===== src/rtl/uart_rx_word.sv =====
// 8N1 UART receiver that frames bytes from the serial pin and packs BYTES of them
// into a 64-bit word, with framing check and inter-byte timeout.
module uart_rx_word #(
  parameter int unsigned CLKS_PER_BIT = 434,
  parameter int unsigned BYTES        = 8,
  parameter int unsigned TIMEOUT_BITS = 20
) (
  input  logic        clk,
  input  logic        rst_n,
  input  logic        rx_pin_in,
  output logic [7:0]  byte_data,
  output logic        byte_valid,
  output logic [63:0] word_data,
  output logic        word_valid,
  output logic        frame_err,
  output logic        timeout,
  output logic        busy
);

  localparam int unsigned CNT_W = 16;
  localparam int unsigned GAP_W = 32;
  localparam int unsigned IDX_W = 4;

  localparam logic [CNT_W-1:0] HALF_LOAD = CNT_W'(CLKS_PER_BIT / 2 - 1);
  localparam logic [CNT_W-1:0] BIT_LOAD  = CNT_W'(CLKS_PER_BIT - 1);
  localparam logic [GAP_W-1:0] GAP_LAST  = GAP_W'(TIMEOUT_BITS * CLKS_PER_BIT - 1);
  localparam logic [IDX_W-1:0] LAST_IDX  = IDX_W'(BYTES - 1);
  localparam logic [63:0]      WORD_MASK = (BYTES >= 8) ? {64{1'b1}}
                                           : ((64'd1 << (8 * BYTES)) - 64'd1);

  typedef enum logic [1:0] {IDLE, START, DATA, STOP} state_t;

  state_t           state, state_nxt;
  logic             rx_meta, rxs;
  logic [CNT_W-1:0] cnt, cnt_nxt;
  logic [2:0]       bit_idx, bit_idx_nxt;
  logic [7:0]       shreg, shreg_nxt;
  logic             store_pend, store_pend_nxt;
  logic             break_hold, break_hold_nxt;
  logic [IDX_W-1:0] byte_idx, byte_idx_nxt;
  logic [GAP_W-1:0] gap, gap_nxt;
  logic [63:0]      acc, acc_nxt;
  logic [7:0]       byte_data_nxt;
  logic [63:0]      word_data_nxt;
  logic             byte_valid_nxt, word_valid_nxt, frame_err_nxt, timeout_nxt;

  // Two-flop synchroniser; resets to idle-high so reset never looks like a start edge
  always_ff @(posedge clk or negedge rst_n) begin
    if (!rst_n) begin
      rx_meta <= 1'b1;
      rxs     <= 1'b1;
    end else begin
      rx_meta <= rx_pin_in;
      rxs     <= rx_meta;
    end
  end

  // State and datapath registers
  always_ff @(posedge clk or negedge rst_n) begin
    if (!rst_n) begin
      state      <= IDLE;
      cnt        <= '0;
      bit_idx    <= '0;
      shreg      <= '0;
      store_pend <= 1'b0;
      break_hold <= 1'b0;
      byte_idx   <= '0;
      gap        <= '0;
      acc        <= '0;
      byte_data  <= '0;
      word_data  <= '0;
      byte_valid <= 1'b0;
      word_valid <= 1'b0;
      frame_err  <= 1'b0;
      timeout    <= 1'b0;
      busy       <= 1'b0;
    end else begin
      state      <= state_nxt;
      cnt        <= cnt_nxt;
      bit_idx    <= bit_idx_nxt;
      shreg      <= shreg_nxt;
      store_pend <= store_pend_nxt;
      break_hold <= break_hold_nxt;
      byte_idx   <= byte_idx_nxt;
      gap        <= gap_nxt;
      acc        <= acc_nxt;
      byte_data  <= byte_data_nxt;
      word_data  <= word_data_nxt;
      byte_valid <= byte_valid_nxt;
      word_valid <= word_valid_nxt;
      frame_err  <= frame_err_nxt;
      timeout    <= timeout_nxt;
      busy       <= (state_nxt != IDLE);
    end
  end

  // Next-state, sampling, word assembly and pulse generation
  always_comb begin
    state_nxt      = state;
    cnt_nxt        = cnt;
    bit_idx_nxt    = bit_idx;
    shreg_nxt      = shreg;
    store_pend_nxt = 1'b0;
    break_hold_nxt = break_hold;
    byte_idx_nxt   = byte_idx;
    gap_nxt        = gap;
    acc_nxt        = acc;
    byte_data_nxt  = byte_data;
    word_data_nxt  = word_data;
    byte_valid_nxt = 1'b0;
    word_valid_nxt = 1'b0;
    frame_err_nxt  = 1'b0;
    timeout_nxt    = 1'b0;

    // Idle gap inside a partial word; on expiry the partial word is dropped
    if (state == IDLE && byte_idx != '0) begin
      if (gap == GAP_LAST) begin
        timeout_nxt  = 1'b1;
        byte_idx_nxt = '0;
        gap_nxt      = '0;
      end else begin
        gap_nxt = gap + GAP_W'(1);
      end
    end

    // Commit a well-framed byte the cycle after its stop bit was sampled
    if (store_pend) begin
      byte_data_nxt  = shreg;
      byte_valid_nxt = 1'b1;
      acc_nxt        = (acc << 8) | 64'(shreg);
      if (byte_idx_nxt == LAST_IDX) begin
        word_data_nxt  = ((acc << 8) | 64'(shreg)) & WORD_MASK;
        word_valid_nxt = 1'b1;
        byte_idx_nxt   = '0;
      end else begin
        byte_idx_nxt = byte_idx_nxt + IDX_W'(1);
      end
    end

    case (state)
      IDLE: begin
        if (break_hold) begin
          if (rxs) break_hold_nxt = 1'b0;
        end else if (!rxs) begin
          state_nxt = START;
          cnt_nxt   = HALF_LOAD;
        end
      end
      START: begin
        if (cnt == '0) begin
          if (!rxs) begin
            state_nxt   = DATA;
            bit_idx_nxt = '0;
            cnt_nxt     = BIT_LOAD;
            gap_nxt     = '0;
          end else begin
            state_nxt = IDLE;
          end
        end else begin
          cnt_nxt = cnt - CNT_W'(1);
        end
      end
      DATA: begin
        if (cnt == '0) begin
          shreg_nxt[bit_idx] = rxs;
          cnt_nxt            = BIT_LOAD;
          if (bit_idx == 3'd7) state_nxt = STOP;
          else                 bit_idx_nxt = bit_idx + 3'd1;
        end else begin
          cnt_nxt = cnt - CNT_W'(1);
        end
      end
      STOP: begin
        if (cnt == '0) begin
          state_nxt = IDLE;
          if (rxs) begin
            store_pend_nxt = 1'b1;
          end else begin
            // Bad stop: drop byte and partial word, wait for line high before re-arming
            frame_err_nxt  = 1'b1;
            byte_idx_nxt   = '0;
            break_hold_nxt = 1'b1;
          end
        end else begin
          cnt_nxt = cnt - CNT_W'(1);
        end
      end
      default: state_nxt = IDLE;
    endcase
  end

endmodule


===== config.mk =====
export PLATFORM = sky130hd
export DESIGN_NAME = uart_rx_word
export DESIGN_NICKNAME = d
export VERILOG_FILES = /design/src/rtl/uart_rx_word.sv
export SDC_FILE = /design/constraint.sdc
export NUM_CORES = 1
export LEC_CHECK = 0
export CAP_MARGIN = 15
export CORE_ASPECT_RATIO = 1.4
export CORE_MARGIN = 1
export CORE_UTILIZATION = 62
export DETAILED_ROUTE_END_ITERATION = 6
export PLACE_DENSITY = 0.85
export RECOVER_POWER = 25
export SYNTH_ARGS = -nofsm -noshare
export SYNTH_HDL_FRONTEND = slang
export SYNTH_SLANG_ARGS = --single-unit

===== constraint.sdc =====
create_clock -name clk -period 7.9 [get_ports clk]
set_clock_uncertainty 0.05 [all_clocks]
set_input_delay 0.79 -clock clk [delete_from_list [all_inputs] [get_ports clk]]
set_output_delay 0.79 -clock clk [all_outputs]
set_load 0.02 [all_outputs]

==> reports/qor.tcl <==
set qor(rows) 49
set qor(yosysSeqAreaShare) 0.580
set qor(timing_worst_slew_pin_value_ns) 3.32
set qor(cp_max_fo) 63
set qor(timing.critical_path.required_ns) 8.16
set qor(place.port_buffers) 79
set qor(finalNetCount) 748
set qor(routed_via_density) 5.95
set qor(cell_area_after_technology_mapping_um2) 8380
set qor(worst_setup_hold_path_clk_slew_ns) 0.07
set qor(via_count_of_the_first_global_routing_pass) 5700
set qor(worstPathArrival_ns) 4.88
set qor(fp.dieArea_um2) 14000
set qor(timing.critical_path.to_type) {register}
set qor(commonest_register_cell_after_synthesis) {sky130_fd_sc_hd__dfrtp_1}
set qor(io-pin-count) 80
set qor(clock_tree.buffer_depth) 2
set qor(post_synth_inst_count) 665
set qor(detailedRoute.firstIterationViolations) 282
set qor(gr-usage-all-layers) 0.265
set qor(vias) 5500
set qor(postSynthAreaPerCell_um2) 12.6
set qor(core_area_um2) 13000
set qor(unrepaired_setup_endpoints_after_global_routing) {false}
set qor(cts_inserted_buffers) 17
set qor(post-dp-hpwl_um) 11100
set qor(cts.hold.buffers_added) 0
set qor(pwr_density_cell_nw_per_um2) 189
set qor(h-tree-depth) 4
set qor(number_of_max_cap_violations) 1
set qor(clock_tree_from_tritoncts) {yes}
set qor(postCtsSetupBuffers) 0
set qor(floorplan.initialDensity) 0.644
set qor(syn_to_final_growth_pct) 17.8
set qor(global_route.overflow_total) 0
set qor(finalMaxSlewViolations) 64
set qor(layout.cell_area.non_filler_um2) 9870
set qor(outcome) {finished, violations left}
set qor(postPlaceCellArea_um2) 9280
set qor(hp-class) {register to register}
set qor(grt_start_max_net_pins) 134
set qor(remaining_drc_errors) 0
set qor(synth_top_cell_by_area) {sky130_fd_sc_hd__dfrtp_1}
set qor(die_h_um) 140
set qor(grt_antenna_before_repair) 0
set qor(post-synth-top-area-fraction) 0.574
set qor(slew_headroom) -1.22
set qor(post_route_cells_drive_above_1_share) 0.242
set qor(leakage_nw) 4.66
set qor(tns_ns) 0
set qor(post_synth_main_area_contributors) {sky130_fd_sc_hd__dfrtp_1 (57%), sky130_fd_sc_hd__mux2_2 (17%), sky130_fd_sc_hd__xor2_1 (2.5%)}
set qor(max_freq_mhz) 216
set qor(drt-pass1-iter-count) 4
set qor(cp-start-kind) {register}
set qor(final-hold-violation-count) 0
set qor(synth-edff-count) 0
set qor(irDropWorstVdd_v) 0.000160
set qor(synth_warnings) 0
set qor(ys_ff_latch) 194
set qor(dieWidth_um) 100
set qor(syn-num-nets) 679
set qor(yosys.cell_types.count) 56
set qor(period_share) 0.585
set qor(failed_checks) {max-capacitance violations, max-slew violations}
set qor(antenna_cells_inserted) 0
set qor(cts_repair_resize_count) 0
set qor(route.final.wire_length_um) 17300
set qor(fin_cells) 925
set qor(finalCriticalPeriod_ns) 4.62
set qor(grt_first_pass_wirelength_um) 28800
set qor(cts_root_buf) {sky130_fd_sc_hd__clkbuf_16}
set qor(gp_congestion) 0.903
set qor(async_flop_share) 1.00
set qor(clkLatencyLatePin_ns) 0.43
set qor(post_drt_wl_per_cell_um) 18.7
set qor(placed_cells_incl_taps) 893
set qor(finalSetupViolations) 0
set qor(detail-route-antenna-nets) 0
set qor(power_consumption_mw) 1.87
set qor(criticalPathCategory) {register to register}
set qor(numClockSinks) 194
==> stage by stage <==
| step | worst slack, ns | utilization | hold slack (ns) |
|---|---|---|---|
| after floorplan | 5.01 | - | 0.295 |
| after global placement | 4.73 | 0.714 | 0.297 |
| after detailed placement | 4.54 | 0.714 | 0.301 |
| after CTS | 4.41 | 0.760 | 0.309 |
| after global routing | 2.94 | 0.760 | 0.314 |
| final | 3.28 | 0.760 | 0.305 |
==> worst max-delay path, stage by stage, from the launching register on <==
cell and delay [ns]:
sky130_fd_sc_hd__dfrtp_2 0.34, sky130_fd_sc_hd__clkbuf_1 2.34, sky130_fd_sc_hd__nand2_1 0.41, sky130_fd_sc_hd__nor4b_2 0.44, sky130_fd_sc_hd__buf_4 0.51, sky130_fd_sc_hd__mux2_2 0.41
==> synthesized netlist by cell type (11+ instances only) <==
| cell type | count |
|---|---|
| sky130_fd_sc_hd__nand4_1 | 21 |
| sky130_fd_sc_hd__xor2_1 | 24 |
| sky130_fd_sc_hd__a21oi_1 | 21 |
| sky130_fd_sc_hd__nor2_1 | 55 |
| sky130_fd_sc_hd__inv_1 | 14 |
| sky130_fd_sc_hd__ha_1 | 11 |
| sky130_fd_sc_hd__dfrtp_1 | 192 |
| sky130_fd_sc_hd__clkbuf_1 | 17 |
| sky130_fd_sc_hd__mux2_2 | 128 |
| sky130_fd_sc_hd__nor4_1 | 11 |
| sky130_fd_sc_hd__nand2_1 | 31 |
| sky130_fd_sc_hd__nand3_1 | 12 |
==> state kept, by name (all words and copies together) (netlist names), 2 cells and up <==
register,flops
acc,49
bit_idx,3
byte_data,7
byte_idx,4
cnt,16
gap,32
shreg,8
state,2
word_data,64
==> cell type report <==
class,instances,area (um2)
sequential,194,4860
clock buffer,18,429
fill,751,3130
tap,178,223
timing repair buffer,85,836
inverter,14,52.6
multi-input combinational,422,3300
clock inverter,14,169
==> metal layers <==
layer  global-route usage  wire, um  vias to the layer above
met2                0.477      9560                      144
met3               0.0392       513                       20
met1                0.323      6970                     2828
met5                    0         0                        -
met4               0.0862       231                        0
li1                     -         -                     2508
==> layout by cell type (no fill, tap or decap), types with 4 or more instances in the layout <==
cell,instances
sky130_fd_sc_hd__inv_8,4
sky130_fd_sc_hd__or4_1,4
sky130_fd_sc_hd__a21oi_1,21
sky130_fd_sc_hd__mux2_2,128
sky130_fd_sc_hd__buf_4,5
sky130_fd_sc_hd__dfrtp_1,191
sky130_fd_sc_hd__a211oi_1,5
sky130_fd_sc_hd__nor4_1,10
sky130_fd_sc_hd__nand2_1,31
sky130_fd_sc_hd__xnor2_1,9
sky130_fd_sc_hd__o21ai_0,8
sky130_fd_sc_hd__inv_1,14
sky130_fd_sc_hd__nand4_1,21
sky130_fd_sc_hd__or3_1,8
sky130_fd_sc_hd__nor2b_1,4
sky130_fd_sc_hd__and4_1,5
sky130_fd_sc_hd__clkbuf_16,17
sky130_fd_sc_hd__ha_1,11
sky130_fd_sc_hd__and3_1,8
sky130_fd_sc_hd__a31oi_1,4
sky130_fd_sc_hd__clkinv_4,4
sky130_fd_sc_hd__clkdlybuf4s50_1,77
sky130_fd_sc_hd__nor4_2,4
sky130_fd_sc_hd__xor2_1,24
sky130_fd_sc_hd__nand3_1,12
sky130_fd_sc_hd__nor2_1,55
sky130_fd_sc_hd__nor3_1,8
==> cell families (layout without fill, tap and decap cells) <==
group                      count (synthesis)  after routing  share of synthesized area
DFF                                      194            194                      0.580
xor gates and xnor gates                  33             33                     0.0345
buffers and inverters                     49            131                     0.0272
adders and majority gates                 11             11                     0.0164
muxes                                    129            129                      0.173
AOI/OAI and AO/OA                         62             62                     0.0499
and+or+nand+nor                          187            187                      0.119
==> where the power goes <==
group	switching [mW]	internal (mW)
registers	0.00128	0.993
clock network	0.401	0.454
logic	0.0192	0.00148
total	0.422	1.45
==> final timing paths <==
check | startpoint | to | slack, ns | depth (start not counted)
min in group asynchronous | rst_n | acc[52]$_DFFE_PN0P_ | 0.46 | 1
worst min register to register | rx_meta$_DFF_PN1_ | rxs$_DFF_PN1_ | 0.30 | 0
worst min-delay path | rx_meta$_DFF_PN1_ | rxs$_DFF_PN1_ | 0.30 | 0
worst max register to register | store_pend$_DFF_PN0_ | word_data[55]$_DFFE_PN0P_ | 3.28 | 5
max in group asynchronous | rst_n | store_pend$_DFF_PN0_ | 5.88 | 2
worst max-delay path | store_pend$_DFF_PN0_ | word_data[55]$_DFFE_PN0P_ | 3.28 | 5
(Power assumes the default switching activity.)
